==> config.mk <==
export PLATFORM = sky130hd
export DESIGN_NAME = aes_dom_seq
export DESIGN_NICKNAME = d
export VERILOG_FILES = /design/src/rtl/aes_dom_pkg.sv /design/src/rtl/aes_dom_trg_gen.sv /design/src/rtl/aes_dom_seq.sv
export SDC_FILE = /design/constraint.sdc
export NUM_CORES = 1
export LEC_CHECK = 0
export CELL_PAD_IN_SITES_DETAIL_PLACEMENT = 1
export CELL_PAD_IN_SITES_GLOBAL_PLACEMENT = 2
export CORE_ASPECT_RATIO = 0.8
export CORE_MARGIN = 4
export CORE_UTILIZATION = 38
export CTS_CLUSTER_SIZE = 40
export DETAILED_ROUTE_END_ITERATION = 12
export GPL_ROUTABILITY_DRIVEN = 1
export HOLD_SLACK_MARGIN = 0.15
export PLACE_DENSITY_LB_ADDON = 0.2
export SYNTH_ARGS = -nofsm -noshare
export SYNTH_HDL_FRONTEND = slang
export SYNTH_SLANG_ARGS = --single-unit
==> constraint.sdc <==
create_clock -name clk -period 50.9 [get_ports clk]
set_input_delay 7.635 -clock clk [delete_from_list [all_inputs] [get_ports clk]]
set_output_delay 7.635 -clock clk [all_outputs]
set_load 0.01 [all_outputs]
==> src/rtl/aes_dom_pkg.sv <==
// Shared constants and FSM encoding for the masked AES byte-serial sequencer.
package aes_dom_pkg;

    localparam int NBYTES = 16;
    localparam int TIMEOUT_CYC_DFLT = 4096;
    localparam logic [3:0] LAST_BYTE = 4'(NBYTES - 1);

    typedef enum logic [2:0] {
        S_IDLE = 3'd0,
        S_LOAD = 3'd1,
        S_WAIT = 3'd2,
        S_CAPT = 3'd3,
        S_FIN  = 3'd4
    } state_t;

endpackage

==> src/rtl/aes_dom_trg_gen.sv <==
// Loadable down-counter; pulses for one cycle when the count sits at 1.
module aes_dom_trg_gen #(
    parameter int W = 8
) (
    input  logic         clk,
    input  logic         rst,
    input  logic         load_i,
    input  logic [W-1:0] val_i,
    output logic         pulse_o
);

    logic [W-1:0] cnt_q;
    logic [W-1:0] cnt_d;

    always_comb begin
        cnt_d = cnt_q;
        if (load_i)
            cnt_d = val_i;
        else if (cnt_q != '0)
            cnt_d = cnt_q - W'(1);
    end

    always_ff @(posedge clk or posedge rst) begin
        if (rst)
            cnt_q <= '0;
        else
            cnt_q <= cnt_d;
    end

    assign pulse_o = (cnt_q == W'(1));

endmodule

==> src/rtl/aes_dom_seq.sv <==
// Command sequencer for the byte-serial masked AES core.
// Optional WAIT watchdog: define AES_SEQ_TIMEOUT_EN.
module aes_dom_seq
    import aes_dom_pkg::*;
#(
    parameter int TRG_W = 8
`ifdef AES_SEQ_TIMEOUT_EN
    ,
    parameter int TIMEOUT_CYC = TIMEOUT_CYC_DFLT
`endif
) (
    input  logic             clk,
    input  logic             rst,
    input  logic             start_i,
    input  logic [127:0]     ptxt_i,
    input  logic [127:0]     key_i,
    input  logic [TRG_W-1:0] trg_delay_i,
    output logic             ready_o,
    output logic             busy_o,
    output logic             core_start_o,
    output logic [7:0]       core_pt_o,
    output logic [7:0]       core_key_o,
    input  logic             core_done_i,
    input  logic [7:0]       core_ct_i,
    output logic             trg_o,
    output logic [127:0]     result_o,
    output logic             result_valid_o,
    output logic             timeout_o
);

    state_t         state_q;
    logic [3:0]     cnt_q;
    logic [127:0]   pt_q;
    logic [127:0]   key_q;
    logic [119:0]   cap_q;
    logic [127:0]   cap_d;
    logic [127:0]   res_q;
    logic           rv_q;
    logic           accept;

    assign accept = (state_q == S_IDLE) && start_i;
    assign cap_d  = {cap_q, core_ct_i};

`ifdef AES_SEQ_TIMEOUT_EN
    localparam logic [12:0] WD_LAST = 13'(TIMEOUT_CYC - 1);
    logic [12:0] wd_q;
    logic        to_q;
    logic        wd_hit;

    assign wd_hit    = (wd_q == WD_LAST);
    assign timeout_o = to_q;

    always_ff @(posedge clk or posedge rst) begin
        if (rst)
            wd_q <= '0;
        else if (state_q == S_WAIT)
            wd_q <= wd_q + 13'd1;
        else
            wd_q <= '0;
    end
`else
    assign timeout_o = 1'b0;
`endif

    always_ff @(posedge clk or posedge rst) begin
        if (rst) begin
            state_q <= S_IDLE;
            cnt_q   <= '0;
            pt_q    <= '0;
            key_q   <= '0;
            cap_q   <= '0;
            res_q   <= '0;
            rv_q    <= 1'b0;
`ifdef AES_SEQ_TIMEOUT_EN
            to_q    <= 1'b0;
`endif
        end else begin
            rv_q <= 1'b0;
            unique case (state_q)
                S_IDLE: begin
                    if (start_i) begin
                        pt_q    <= ptxt_i;
                        key_q   <= key_i;
                        cnt_q   <= '0;
                        state_q <= S_LOAD;
`ifdef AES_SEQ_TIMEOUT_EN
                        to_q    <= 1'b0;
`endif
                    end
                end
                S_LOAD: begin
                    pt_q  <= {pt_q[119:0], 8'h00};
                    key_q <= {key_q[119:0], 8'h00};
                    cnt_q <= cnt_q + 4'd1;
                    if (cnt_q == LAST_BYTE)
                        state_q <= S_WAIT;
                end
                S_WAIT: begin
                    // done has priority over a watchdog expiry in the same cycle
                    if (core_done_i) begin
                        cap_q   <= cap_d[119:0];
                        cnt_q   <= 4'd1;
                        state_q <= S_CAPT;
                    end
`ifdef AES_SEQ_TIMEOUT_EN
                    else if (wd_hit) begin
                        to_q    <= 1'b1;
                        res_q   <= '0;
                        rv_q    <= 1'b1;
                        state_q <= S_FIN;
                    end
`endif
                end
                S_CAPT: begin
                    cap_q <= cap_d[119:0];
                    cnt_q <= cnt_q + 4'd1;
                    if (cnt_q == LAST_BYTE) begin
                        res_q   <= cap_d;
                        rv_q    <= 1'b1;
                        state_q <= S_FIN;
                    end
                end
                S_FIN:   state_q <= S_IDLE;
                default: state_q <= S_IDLE;
            endcase
        end
    end

    aes_dom_trg_gen #(
        .W(TRG_W)
    ) u_trg (
        .clk    (clk),
        .rst    (rst),
        .load_i (accept),
        .val_i  (trg_delay_i),
        .pulse_o(trg_o)
    );

    assign ready_o        = (state_q == S_IDLE);
    assign busy_o         = ~ready_o;
    assign core_start_o   = (state_q == S_LOAD) && (cnt_q == 4'd0);
    assign core_pt_o      = (state_q == S_LOAD) ? pt_q[127:120] : 8'h00;
    assign core_key_o     = (state_q == S_LOAD) ? key_q[127:120] : 8'h00;
    assign result_o       = res_q;
    assign result_valid_o = rv_q;

endmodule

* Word level (Yosys, flattened, before mapping) *
Cells that the tools add are included.

storage, ports and cells
  bits in writable memories = 0
  memories kept = 0
  ROM bits = 0
  input bits = 276
  word-level logic and storage cells = 55
  latch bits = 0
  output and inout port bits = 150
  flip-flop bits (word level) = 520

cells by class
  bitwise gates (word level) = 1
  equal/unequal tests = 9
  reduce and logical (&&, ||, !) cells = 15
  divide/modulo/power cells = 0
  mux-type cells = 20
  shifts and indexed selects = 0
  $add $sub $neg = 2
  $lt $le $gt $ge = 0
  multipliers = 0

operators by type and width
  cell                                                                    number
  128-bit one-hot mux with 2 select lines                                 2
  128-bit 2-to-1 mux                                                      2
  120-bit one-hot mux with 2 select lines                                 1
  120-bit 2-to-1 mux                                                      1
  8-bit 2-to-1 mux                                                        4
  3-bit 2-to-1 mux                                                        4
  3-bit one-hot mux with 4 select lines                                   1
  4-bit one-hot mux with 3 select lines                                   1
  8-bit by 1-bit equality test with 1-bit output (second input constant)  1
  4-bit 2-to-1 mux                                                        2
  2-bit inequality test (second input constant)                           4
  8-bit nonzero test                                                      1
  8-bit by 1-bit subtractor with 8-bit output (second input constant)     1
  3-bit by 2-bit equality test with 1-bit output (second input constant)  2
  2-bit AND reduction                                                     3
  2-bit nonzero test                                                      3
  4-bit by 1-bit adder with 4-bit output (second input constant)          1
  4-bit equality test (second input constant)                             1
  4-bit logical NOT                                                       1
  4-bit AND reduction                                                     1
  3-bit by 1-bit equality test with 1-bit output (second input constant)  1
  3-bit logical NOT                                                       1
  3-bit AND reduction                                                     1
  3-bit nonzero test                                                      1
  4 further kinds                                                         6

* Logic depth before layout (Yosys ltp) *
Gate-level depths: netlist of the first run.

  depth in word-level cells = 4
  depth in mapped cells = 8
  depth with buffers taken out = 6

* Cells and area by module *
Synthesis of the first run repeated with hierarchy kept, for this count alone.

unflattened totals
  cells, all modules = 1478
  area total of the unflattened synthesis = 21495.6 um2

by module, submodules not included
  module           times used  seq. area each (um2)  area an instance (um2)  cells an instance
  aes_dom_seq      1           12812.3               21006.4                 1426
  aes_dom_trg_gen  1           200.2                 489.2                   52

* Worst setup path after synthesis of the first run *
Ideal clock, no wire load.

  kind = flip-flop to output port
  start = reg state_q[0]
  end = out core_key_o[0]
  required time = 43265 ps
  arrival time = 1316 ps
  buffers on the path = 2
  cell stages (with the launch flop) = 6
  path slack = 41949 ps
  path through = dfrtp_1 > inv_2 > nor3_2 > buf_4 > clkbuf_1 > and2_1

between the ends
  word-level cells in the longest chain between the ends = 2

RTL lines
  element                                         line                RTL
  from (decl)                                     aes_dom_seq.sv:31   state_t state_q;
  from (signal assigned)                          aes_dom_seq.sv:67   state_q <= S_IDLE;
  from (signal assigned)                          aes_dom_seq.sv:85   state_q <= S_LOAD;
  from (signal assigned)                          aes_dom_seq.sv:96   state_q <= S_WAIT;
  3-bit by 1-bit equality test with 1-bit output  aes_dom_seq.sv:143  assign core_key_o = (state_q == S_LOAD) ? key_q[127:120] : 8'h00;
  8-bit 2-to-1 mux                                aes_dom_seq.sv:143
  to (decl)                                       aes_dom_seq.sv:22   output logic [7:0] core_key_o,

No other way between the ends.

* Worst setup path after layout of the first run *
  start = reg state_q[0]
  end = out core_key_o[1]

Same word-level chain as after synthesis.

==> results of run 1 <==
## worst max-delay path: cells and delay by family, from the launching register on
kind,cells,cell delay [ps]
DFF,1,470
buffers and inverters,5,2710
and+or+nand+nor,2,420
## cell families (layout without fill, tap and decap cells)
logic type      after synthesis  count (layout)  synth area share (%)
compound gates              276             276                  6.57
xor+xnor                      6               6                 0.236
fa+ha+maj                     5               5                 0.281
buf+inv                     128             555                  4.74
flops                       520             520                  58.4
mux                         491             491                  24.3
other cells                   1               6                0.0168
simple gates                292             292                  5.46
## power breakdown
part           switching, mW  internal [mW]
registers              0.104          0.566
logic                  0.277          0.256
clock network          0.171          0.249
total                  0.551           1.07
## through the flow
stage / util [%] / std cells / setup slack, ps / hold slack [ps] / instance area (um^2)
detailed placement: 45.8 / 2812 / 39590 / 474 / 26600
CTS: 49.2 / 2915 / 38890 / 489 / 28600
floorplan: - / 1719 / 28740 / 455 / 22300
finish: 49.2 / 2920 / 38950 / 485 / 28600
global placement: 45.8 / 2812 / 39650 / 466 / 26600
global route: 49.2 / 2919 / 38600 / 503 / 28600
## flip-flops by register name (all words and copies together), names as in the netlist
register        count
pt_q              128
cnt_q               4
cap_q             120
result_o          128
u_trg.cnt_q         8
state_q             3
key_q             128
result_valid_o      1
## Yosys cell counts (2+ instances only)
master / instances / area (um^2)
sky130_fd_sc_hd__o21ai_1: 241 / 1210
sky130_fd_sc_hd__o21ai_0: 7 / 35.0
sky130_fd_sc_hd__a22o_1: 18 / 158
sky130_fd_sc_hd__o31ai_1: 3 / 22.5
sky130_fd_sc_hd__mux2_2: 151 / 1700
sky130_fd_sc_hd__nor2_4: 2 / 22.5
sky130_fd_sc_hd__buf_6: 19 / 214
sky130_fd_sc_hd__inv_2: 2 / 7.51
sky130_fd_sc_hd__buf_12: 21 / 420
sky130_fd_sc_hd__ha_1: 5 / 62.6
sky130_fd_sc_hd__mux2_1: 49 / 552
sky130_fd_sc_hd__mux2i_1: 242 / 2420
sky130_fd_sc_hd__inv_1: 8 / 30.0
sky130_fd_sc_hd__nor2_1: 6 / 22.5
sky130_fd_sc_hd__xnor2_1: 5 / 43.8
sky130_fd_sc_hd__and2_1: 17 / 106
sky130_fd_sc_hd__mux2_4: 49 / 736
sky130_fd_sc_hd__nand2_1: 250 / 938
sky130_fd_sc_hd__buf_2: 45 / 225
sky130_fd_sc_hd__a21oi_1: 4 / 20.0
sky130_fd_sc_hd__clkbuf_1: 25 / 93.8
sky130_fd_sc_hd__dfrtp_1: 520 / 13000
sky130_fd_sc_hd__buf_4: 6 / 45.0
sky130_fd_sc_hd__and3_1: 3 / 18.8
sky130_fd_sc_hd__nor3_1: 3 / 15.0
## final timing paths
path | startpoint | cells after the start | end
worst max-delay path | state_q[0] | 7 | core_key_o[1]
worst min-delay path | pt_q[48] | 2 | pt_q[56]
min in group asynchronous | rst | 2 | cap_q[105]
worst min register to register | pt_q[48] | 2 | pt_q[56]
worst max register to register | state_q[0] | 7 | pt_q[79]
max in group asynchronous | rst | 4 | cap_q[38]
## layer usage
| metal | share of wire (%) | up-vias |
|---|---|---|
| li1 | - | 6740 |
| met1 | 45 | 7218 |
| met2 | 48 | 264 |
| met3 | 4.9 | 75 |
| met4 | 1.9 | 2 |
| met5 | 0.015 | - |
## final cells by class
class / count / share of cell area (%)
Clock inverter: 17 / 0.876
Sequential cell: 520 / 45.5
Clock buffer: 86 / 5.89
Multi-Input combinational cell: 1071 / 28.8
Antenna cell: 5 / 0.0438
Timing Repair Buffer: 442 / 15.4
Inverter: 10 / 0.158
Tap cell: 769 / 3.37
## cells in the final DEF, fill, tap and decap left out, drive strengths merged, types with 11 or more instances in the layout
cell	n
clkinv	12
and2	17
buf	18
o21ai	248
nand2	250
inv	11
a22o	18
clkdlybuf4s50	424
dfrtp	520
mux2i	242
mux2	249
clkbuf	86
==> flow_summary.rst, run 1 <==
.. list-table::
   :header-rows: 1

   * - Metric
     - Value
   * - Via density
     - 4.90
   * - Period minus WS final
     - 11950 ps
   * - Final Hold Violating Endpoints
     - 0
   * - Post-layout nets
     - 2381
   * - Die footprint
     - 62600 um^2
   * - Footprint of the multi-input gates
     - 8230 um^2
   * - Result of the run
     - complete, no violations
   * - Final total negative setup slack
     - 0 ps
   * - Crit start category
     - register
   * - Number of buffers inserted during clock tree synthesis
     - 55
   * - Number of slew-limit violations in the final report
     - 0
   * - Total half-perimeter wirelength after legalization and detailed placement
     - 40400 um
   * - Tot GR Track Use
     - 18.8%
   * - Crit Path Max Fanout
     - 100
   * - Unrepaired setup endpoints after global routing
     - false
   * - H-tree lvl count
     - 2
   * - Element type at the critical path end
     - output pin
   * - Clk sinks
     - 520
   * - # setup viols final
     - 0
   * - Number of warnings reported in the yosys synthesis log
     - 0
   * - Pin count of the biggest net entering global routing
     - 148
   * - Part of the cycle the worst path needs
     - 23.5%
   * - Leakage
     - 12.2 nW
   * - Met3 track demand over resource in global routing
     - 4.30%
   * - Core footprint
     - 58100 um^2
   * - Number of buffers inserted by port buffering
     - 424
   * - Chip Height
     - 225 um
   * - Syn-to-layout area delta
     - 28.3%
   * - Total of flip-flops plus latches after synthesis
     - 520
   * - CP Data Arrival Time
     - 4320 ps
   * - Main flop type after synthesis
     - sky130_fd_sc_hd__dfrtp_1
   * - Total congestion overflow
     - 0
   * - Critical setup path kind
     - reg2out
   * - Most used routing layer in global routing
     - met2
   * - Worst max-slew margin expressed relative to the limit
     - 21.3%
   * - DRC
     - 0
   * - Total area of sequential cells
     - 13000 um^2
   * - PwrDens
     - 56.7 nW/um^2
   * - Fraction of the yosys area taken by sequential cells
     - 58.4%
   * - Maximum buffer depth of the clock tree
     - 3
   * - Post-synthesis net count
     - 2000
   * - Wire length reported by the detailed router
     - 59300 um
   * - Largest incremental delay on the critical path
     - 820 ps
   * - Number of global-route vias before repair
     - 15800
   * - Chip Width
     - 279 um
   * - Met1 global-route usage
     - 25.6%
   * - Number of inserted filler cells in the final layout
     - 5953
   * - Gate Count Post-Synth
     - 1719
   * - Resized Gates After CTS
     - 0
   * - EDFF count, synth
     - 0
   * - Hold crit path type
     - reg2reg
   * - I/O pin total
     - 426
   * - Cell type with the highest occurrence count on the critical path
     - sky130_fd_sc_hd__buf_4
   * - Number of max-capacitance violations reported
     - 0
   * - Detailed-router iteration count before antenna repair
     - 4
   * - Reg2reg setup slack
     - 47360 ps
   * - Summed instance area of the synthesized netlist
     - 22300 um^2
   * - Max Clk Rate
     - 0.0837 GHz
   * - Average routed wire per standard cell
     - 20.3 um
   * - Fraction of layout cells with a size suffix above 1
     - 14.8%
   * - Residual antenna-violating net count after detailed routing
     - 0
   * - Maximum resistive drop on vdd
     - 0.0332 mV
   * - Routed vias
     - 14300
   * - Starting utilization of the core area
     - 38.3%
   * - Largest clock skew in the final design
     - 23.1 ps
   * - Number of placement rows
     - 79
   * - Clk_lat worst skew
     - 610 ps
   * - Fraction of registers with async set/reset
     - 100%
   * - Average size of a mapped cell
     - 13.0 um^2
   * - Cells along the critical path
     - inv_2, nor3_4, buf_4, buf_4, buf_4, and2_1, clkdlybuf4s50_1
   * - Number of hold buffers added after CTS
     - 0
   * - Worst Path Required
     - 43260 ps
   * - CTS root buffer
     - sky130_fd_sc_hd__clkbuf_16
   * - Wire length of the first global-routing pass
     - 93700 um
   * - Clock tree from TritonCTS
     - done
   * - Global routing usage on met2
     - 30.6%
   * - Overall power of the completed layout
     - 1.62 mW
   * - DR iter-0 viols
     - 825
   * - Clock-pin slew on the worst setup and hold paths
     - 60 ps
   * - Number of antenna violations at the first check in global routing
     - 5
   * - Slew @ Worst Pin
     - 1180 ps
   * - Slowest CP cell
     - sky130_fd_sc_hd__buf_4
   * - Number of setup buffers added after CTS
     - 0
   * - Netlist cell types
     - 43
   * - Routability Congestion
     - 0.777
Power figures use the tool's default switching activity.
==> run 2: changes to the inputs <==
CORE_UTILIZATION = 32   (was 38)
clock period = 10.51 ns   (was 50.9 ns; I/O delays follow)
==> run 2 against run 1 <==
Design area increased by 0.70%. Via count decreased by 0.24%. Worst hold slack got worse by 11 ps. Register-to-register slack got worse by 41000 ps. Core utilization decreased by 7.4 points. Clock skew decreased by 5.6 ps. Highest routed layer unchanged. Clock power increased to 4.9 times the previous value. Largest cell class unchanged. Cell count increased by 5.1%. Non-clock buffer count decreased by 2. First-iteration DRC count decreased by 22%. Critical path type unchanged. Combinational power increased to 4.9 times the previous value. Routed wire length increased by 3.5%.
==> flow_summary.rst, run 2 (same netlist as run 1, synthesis figures left out) <==
.. list-table::
   :header-rows: 1

   * - Metric
     - Value
   * - Result of the run
     - complete, no violations
   * - Period minus WS final
     - 5360 ps
   * - Leading cell types in the layout, fill and taps excluded
     - sky130_fd_sc_hd__dfrtp_1 (520), sky130_fd_sc_hd__clkdlybuf4s50_1 (424), sky130_fd_sc_hd__nand2_1 (250), sky130_fd_sc_hd__mux2i_1 (242), sky130_fd_sc_hd__o21ai_1 (241)
   * - Final Hold Violating Endpoints
     - 0
   * - DR iter-0 viols
     - 645
   * - Non-Filler Instances
     - 3068
   * - Max Clk Rate
     - 0.187 GHz
   * - Routed vias
     - 14300
   * - Clk_lat worst skew
     - 620 ps
   * - Total area of sequential cells
     - 13000 um^2
   * - CP Data Arrival Time
     - 3780 ps
   * - Maximum buffer depth of the clock tree
     - 3
   * - CTS root buffer
     - sky130_fd_sc_hd__clkbuf_16
   * - Pin count of the biggest net entering global routing
     - 176
   * - Die footprint
     - 73900 um^2
   * - Via density
     - 4.65
   * - Number of max-capacitance violations reported
     - 0
   * - Largest incremental delay on the critical path
     - 770 ps
   * - Number of inserted filler cells in the final layout
     - 7204
   * - Unrepaired setup endpoints after global routing
     - false
   * - Number of buffers inserted during clock tree synthesis
     - 55
   * - Final std cell area, no fill
     - 28800 um^2
   * - Maximum resistive drop on vdd
     - 0.322 mV
   * - Number of buffers inserted by port buffering
     - 424
   * - Leakage
     - 12.1 nW
   * - Total half-perimeter wirelength after legalization and detailed placement
     - 41900 um
   * - I/O pin total
     - 426
   * - Crit Path Max Fanout
     - 168
   * - Final Worst Setup Slack
     - 5150 ps
   * - Fraction of layout cells with a size suffix above 1
     - 14.6%
   * - Number of setup buffers added after CTS
     - 0
   * - Largest delay share family, worst path
     - buffers and inverters
   * - # setup viols final
     - 0
   * - Relative contribution of the clock network to total power
     - 25.8%
   * - Wire length reported by the detailed router
     - 61400 um
   * - Tot GR Track Use
     - 16.5%
   * - Routability Congestion
     - 0.776
   * - Core footprint
     - 68900 um^2
   * - Final total negative setup slack
     - 0 ps
   * - Depth of the critical timing path with buffers and inverters included
     - 6
   * - Slowest CP cell
     - sky130_fd_sc_hd__buf_4
   * - Crit start category
     - register
   * - Most frequent standard cell in the layout excluding fill and tap cells
     - sky130_fd_sc_hd__dfrtp_1
   * - Residual antenna-violating net count after detailed routing
     - 0
   * - Hold crit path type
     - reg2reg
   * - PwrDens
     - 274 nW/um^2
   * - Number of antenna violations at the first check in global routing
     - 10
   * - Worst Path Required
     - 8930 ps
   * - Combinational power share
     - 33.2%
   * - Clock-pin slew on the worst setup and hold paths
     - 60 ps
   * - DRC
     - 0
   * - Reg power frac
     - 41.0%
   * - Total congestion overflow
     - 0
   * - Internal portion of total power
     - 5.18 mW
   * - Wire length of the first global-routing pass
     - 95800 um
   * - Resized Gates After CTS
     - 0
   * - Clk sinks
     - 520
   * - Net Sw Frac
     - 34.2%
   * - Detailed-router iteration count before antenna repair
     - 4
   * - WHS
     - 475 ps
   * - Clock tree from TritonCTS
     - done
   * - Slew @ Worst Pin
     - 1220 ps
   * - Minimum setup slack after placement
     - 5440 ps
   * - Number of global-route vias before repair
     - 15600
   * - Switching component of the power
     - 2.69 mW
   * - Element type at the critical path end
     - output pin
   * - R2R depth
     - 6
   * - Placed cell count
     - 2965
   * - Post-layout nets
     - 2379
   * - Syn-to-layout area delta
     - 29.2%
   * - Average routed wire per standard cell
     - 20.0 um
   * - Footprint of the multi-input gates
     - 8230 um^2
   * - Cells along the critical path
     - inv_2, nor3_4, buf_12, buf_4, and2_1, clkdlybuf4s50_1
   * - Critical setup path kind
     - reg2out
   * - Worst max-slew margin expressed relative to the limit
     - 18.9%
   * - Chip Width
     - 303 um
   * - Starting utilization of the core area
     - 32.3%
   * - Hold depth
     - 2
   * - DP Area
     - 26900 um^2
   * - Number of placement rows
     - 86
   * - Part of the cycle the worst path needs
     - 51.0%
   * - Chip Height
     - 244 um
   * - Number of hold buffers added after CTS
     - 0
   * - Largest clock skew in the final design
     - 17.5 ps
   * - H-tree lvl count
     - 2
   * - Critical path buffers and inverters
     - 4
   * - Number of slew-limit violations in the final report
     - 0
==> run 2: per-layer routing <==
layer  global-route usage [%]  vias up  part of all wire [%]
li1                         -     6723                     -
met1                     21.8     7218                    44
met2                     27.0      249                    48
met3                     4.50       67                   5.9
met4                     3.96        8                   1.8
met5                        0        -                 0.060
==> run 2: tightest hold or removal path, delay by kind of cell, from the launching register on <==
family | cells | cell delay, ps
flops | 1 | 340
simple gates | 1 | 50
compound gates | 1 | 60
==> run 2: final timing paths <==
path,from,endpoint,slack [ps]
worst max-delay path,state_q[0],core_pt_o[4],5150
worst min-delay path,pt_q[28],pt_q[36],470
worst max register to register,state_q[1],pt_q[107],6590
worst min register to register,pt_q[28],pt_q[36],470
max in group asynchronous,rst,key_q[3],7260
min in group asynchronous,rst,result_o[123],1580
==> run 2: area by class of cell <==
type                    instances  area share [%]
diodes                          6          0.0522
clock buffers                  80            5.63
clock inverters                17           0.995
inverters                      10           0.143
multi-input cells            1071            28.6
flip-flops and latches        520            45.2
well taps                     924            4.02
repair buffers                440            15.4
==> run 2: metrics by stage <==
| stage | utilization (%) | power, mW |
|---|---|---|
| final | 41.8 | 7.88 |
| after detailed placement | 39.0 | 5.93 |
| after floorplan | - | 5.03 |
| after global routing | 41.8 | 8.46 |
| after global placement | 39.0 | 5.84 |
| after CTS | 41.8 | 8.04 |
==> run 2: power by group through the flow <==
| stage | Clock [mW] | Sequential, mW | Combinational [mW] |
|---|---|---|---|
| after CTS | 2.12 | 3.24 | 2.68 |
| after global routing | 2.21 | 3.34 | 2.92 |
| after global placement | 0 | 3.24 | 2.60 |
| after detailed placement | 0 | 3.27 | 2.67 |
| after floorplan | 0 | 3.15 | 1.88 |
| final | 2.04 | 3.23 | 2.61 |
==> run 3: changes to the inputs <==
CORE_UTILIZATION = 35   (was 32)
clock period = 5.1 ns   (was 10.51 ns; I/O delays follow)
==> run 3 against run 2 <==
Register-to-register slack got worse by 4800 ps. Sequential power rose by 110%. Non-clock buffer count rose by 10. Largest cell class unchanged.
==> flow_summary.rst, run 3 (same netlist as run 1, synthesis figures left out) <==
.. list-table::
   :header-rows: 1

   * - Metric
     - Value
   * - Result of the run
     - complete, no violations
   * - Final Hold Violating Endpoints
     - 0
   * - Maximum resistive drop on vdd
     - 0.432 mV
   * - Number of buffers inserted during clock tree synthesis
     - 56
   * - Residual antenna-violating net count after detailed routing
     - 0
   * - Chip Width
     - 290 um
   * - Tot GR Track Use
     - 17.9%
   * - Number of buffers inserted by port buffering
     - 424
   * - I/O pin total
     - 426
   * - Chip Height
     - 234 um
   * - # setup viols final
     - 0
   * - Number of max-capacitance violations reported
     - 0
   * - Wire length reported by the detailed router
     - 61000 um
   * - WHS
     - 483 ps
   * - Hold crit path type
     - reg2reg
   * - Crit Path Max Fanout
     - 77
   * - Clk_lat worst skew
     - 620 ps
   * - DRC
     - 0
   * - Switching component of the power
     - 5.56 mW
   * - Total congestion overflow
     - 0
   * - Slew @ Worst Pin
     - 1030 ps
   * - Reg power frac
     - 41.6%
   * - Number of global-route vias before repair
     - 15900
   * - Leakage
     - 12.2 nW
   * - Net Sw Frac
     - 34.8%
   * - Resized Gates After CTS
     - 0
   * - Period minus WS final
     - 3460 ps
   * - Critical setup path kind
     - reg2out
   * - Worst Path Required
     - 4340 ps
   * - Syn-to-layout area delta
     - 28.8%
   * - Routability Congestion
     - 0.792
   * - CTS root buffer
     - sky130_fd_sc_hd__clkbuf_16
   * - Average routed wire per standard cell
     - 20.4 um
   * - DR iter-0 viols
     - 657
   * - Non-Filler Instances
     - 2995
   * - Overall power of the completed layout
     - 16.0 mW
   * - Relative contribution of the clock network to total power
     - 24.3%
   * - CP Data Arrival Time
     - 2690 ps
   * - Fraction of layout cells with a size suffix above 1
     - 14.9%
   * - Clk sinks
     - 520
   * - Part of the cycle the worst path needs
     - 67.8%
   * - Placed cell count
     - 2891
   * - Detailed-router iteration count before antenna repair
     - 4
   * - Clock-pin slew on the worst setup and hold paths
     - 60 ps
   * - Largest delay share family, worst path
     - buffers and inverters
   * - Number of setup buffers added after CTS
     - 0
   * - Internal portion of total power
     - 10.4 mW
   * - Wire length of the first global-routing pass
     - 96000 um
   * - Total half-perimeter wirelength after legalization and detailed placement
     - 42500 um
   * - Critical path buffers and inverters
     - 3
   * - Element type at the critical path end
     - output pin
   * - Starting utilization of the core area
     - 35.5%
   * - Number of slew-limit violations in the final report
     - 0
   * - Die footprint
     - 67800 um^2
   * - Number of hold buffers added after CTS
     - 0
   * - Number of inserted filler cells in the final layout
     - 6499
   * - DP Area
     - 26900 um^2
   * - Leading cell types in the layout, fill and taps excluded
     - sky130_fd_sc_hd__dfrtp_1 (520), sky130_fd_sc_hd__clkdlybuf4s50_1 (424), sky130_fd_sc_hd__nand2_1 (250), sky130_fd_sc_hd__mux2i_1 (242), sky130_fd_sc_hd__o21ai_1 (241)
   * - Final Worst Setup Slack
     - 1640 ps
   * - Routed vias
     - 14300
   * - Cells along the critical path
     - inv_2, nor3_4, buf_12, and3_1, clkdlybuf4s50_1
   * - Number of antenna violations at the first check in global routing
     - 8
   * - Maximum buffer depth of the clock tree
     - 3
   * - Slowest CP cell
     - sky130_fd_sc_hd__clkdlybuf4s50_1
   * - Worst max-slew margin expressed relative to the limit
     - 30.9%
   * - Largest clock skew in the final design
     - 21.8 ps
   * - Final std cell area, no fill
     - 28700 um^2
   * - Most frequent standard cell in the layout excluding fill and tap cells
     - sky130_fd_sc_hd__dfrtp_1
   * - H-tree lvl count
     - 2
   * - Minimum setup slack after placement
     - 1680 ps
   * - Number of placement rows
     - 82
   * - Combinational power share
     - 34.0%
   * - Max Clk Rate
     - 0.289 GHz
   * - PwrDens
     - 557 nW/um^2
   * - Core footprint
     - 62800 um^2
   * - Via density
     - 4.76
   * - Crit start category
     - register
   * - Pin count of the biggest net entering global routing
     - 148
   * - Clock tree from TritonCTS
     - done
   * - Unrepaired setup endpoints after global routing
     - false
   * - Largest incremental delay on the critical path
     - 580 ps
   * - Post-layout nets
     - 2390
run 3: area by class of cell:
cell class              instances  area (um^2)  area share [%]
repair buffers                450         4600            16.0
clock buffers                  79         1600            5.57
flip-flops and latches        520        13000            45.3
clock inverters                19          154           0.536
multi-input cells            1071         8230            28.7
diodes                          6         15.0          0.0523
inverters                      10         41.3           0.144
well taps                     840         1050            3.66
run 3: final timing paths:
kind | startpoint | to | slack, ps | cells after the start
worst max-delay path | state_q[0] | core_start_o | 1640 | 5
worst min-delay path | key_q[19] | key_q[27] | 480 | 2
worst max register to register | cnt_q[0] | result_o[18] | 1790 | 6
worst min register to register | key_q[19] | key_q[27] | 480 | 2
max in group asynchronous | rst | result_o[59] | 3210 | 4
min in group asynchronous | rst | pt_q[94] | 660 | 2
run 3: per-layer routing:
layer,up-vias,wire length (um),global-route usage (%),part of all wire [%]
li1,6755,-,-,-
met4,4,1360,4.56,2.2
met1,7160,27300,23.6,45
met2,266,29300,29.4,48
met5,-,23,0,0.038
met3,80,3110,4.57,5.1
run 3: tightest hold or removal path, cell delays in order (launching register included):
cell                      delay (ps)
sky130_fd_sc_hd__dfrtp_1         340
sky130_fd_sc_hd__nand2_1          50
sky130_fd_sc_hd__o21ai_1          60
run 3: through the flow:
stage	utilization (%)	setup TNS, ps
after CTS	45.7	0
after global routing	45.7	0
after floorplan	-	-1419200
final	45.7	0
after detailed placement	42.9	0
after global placement	42.9	0
run 3: power groups by stage:
| stage | Combinational (mW) | Sequential (mW) | Clock [mW] |
|---|---|---|---|
| floorplan | 3.88 | 6.48 | 0 |
| global placement | 5.40 | 6.67 | 0 |
| detailed placement | 5.54 | 6.74 | 0 |
| CTS | 5.57 | 6.69 | 4.06 |
| global route | 6.06 | 6.88 | 4.24 |
| finish | 5.44 | 6.66 | 3.89 |
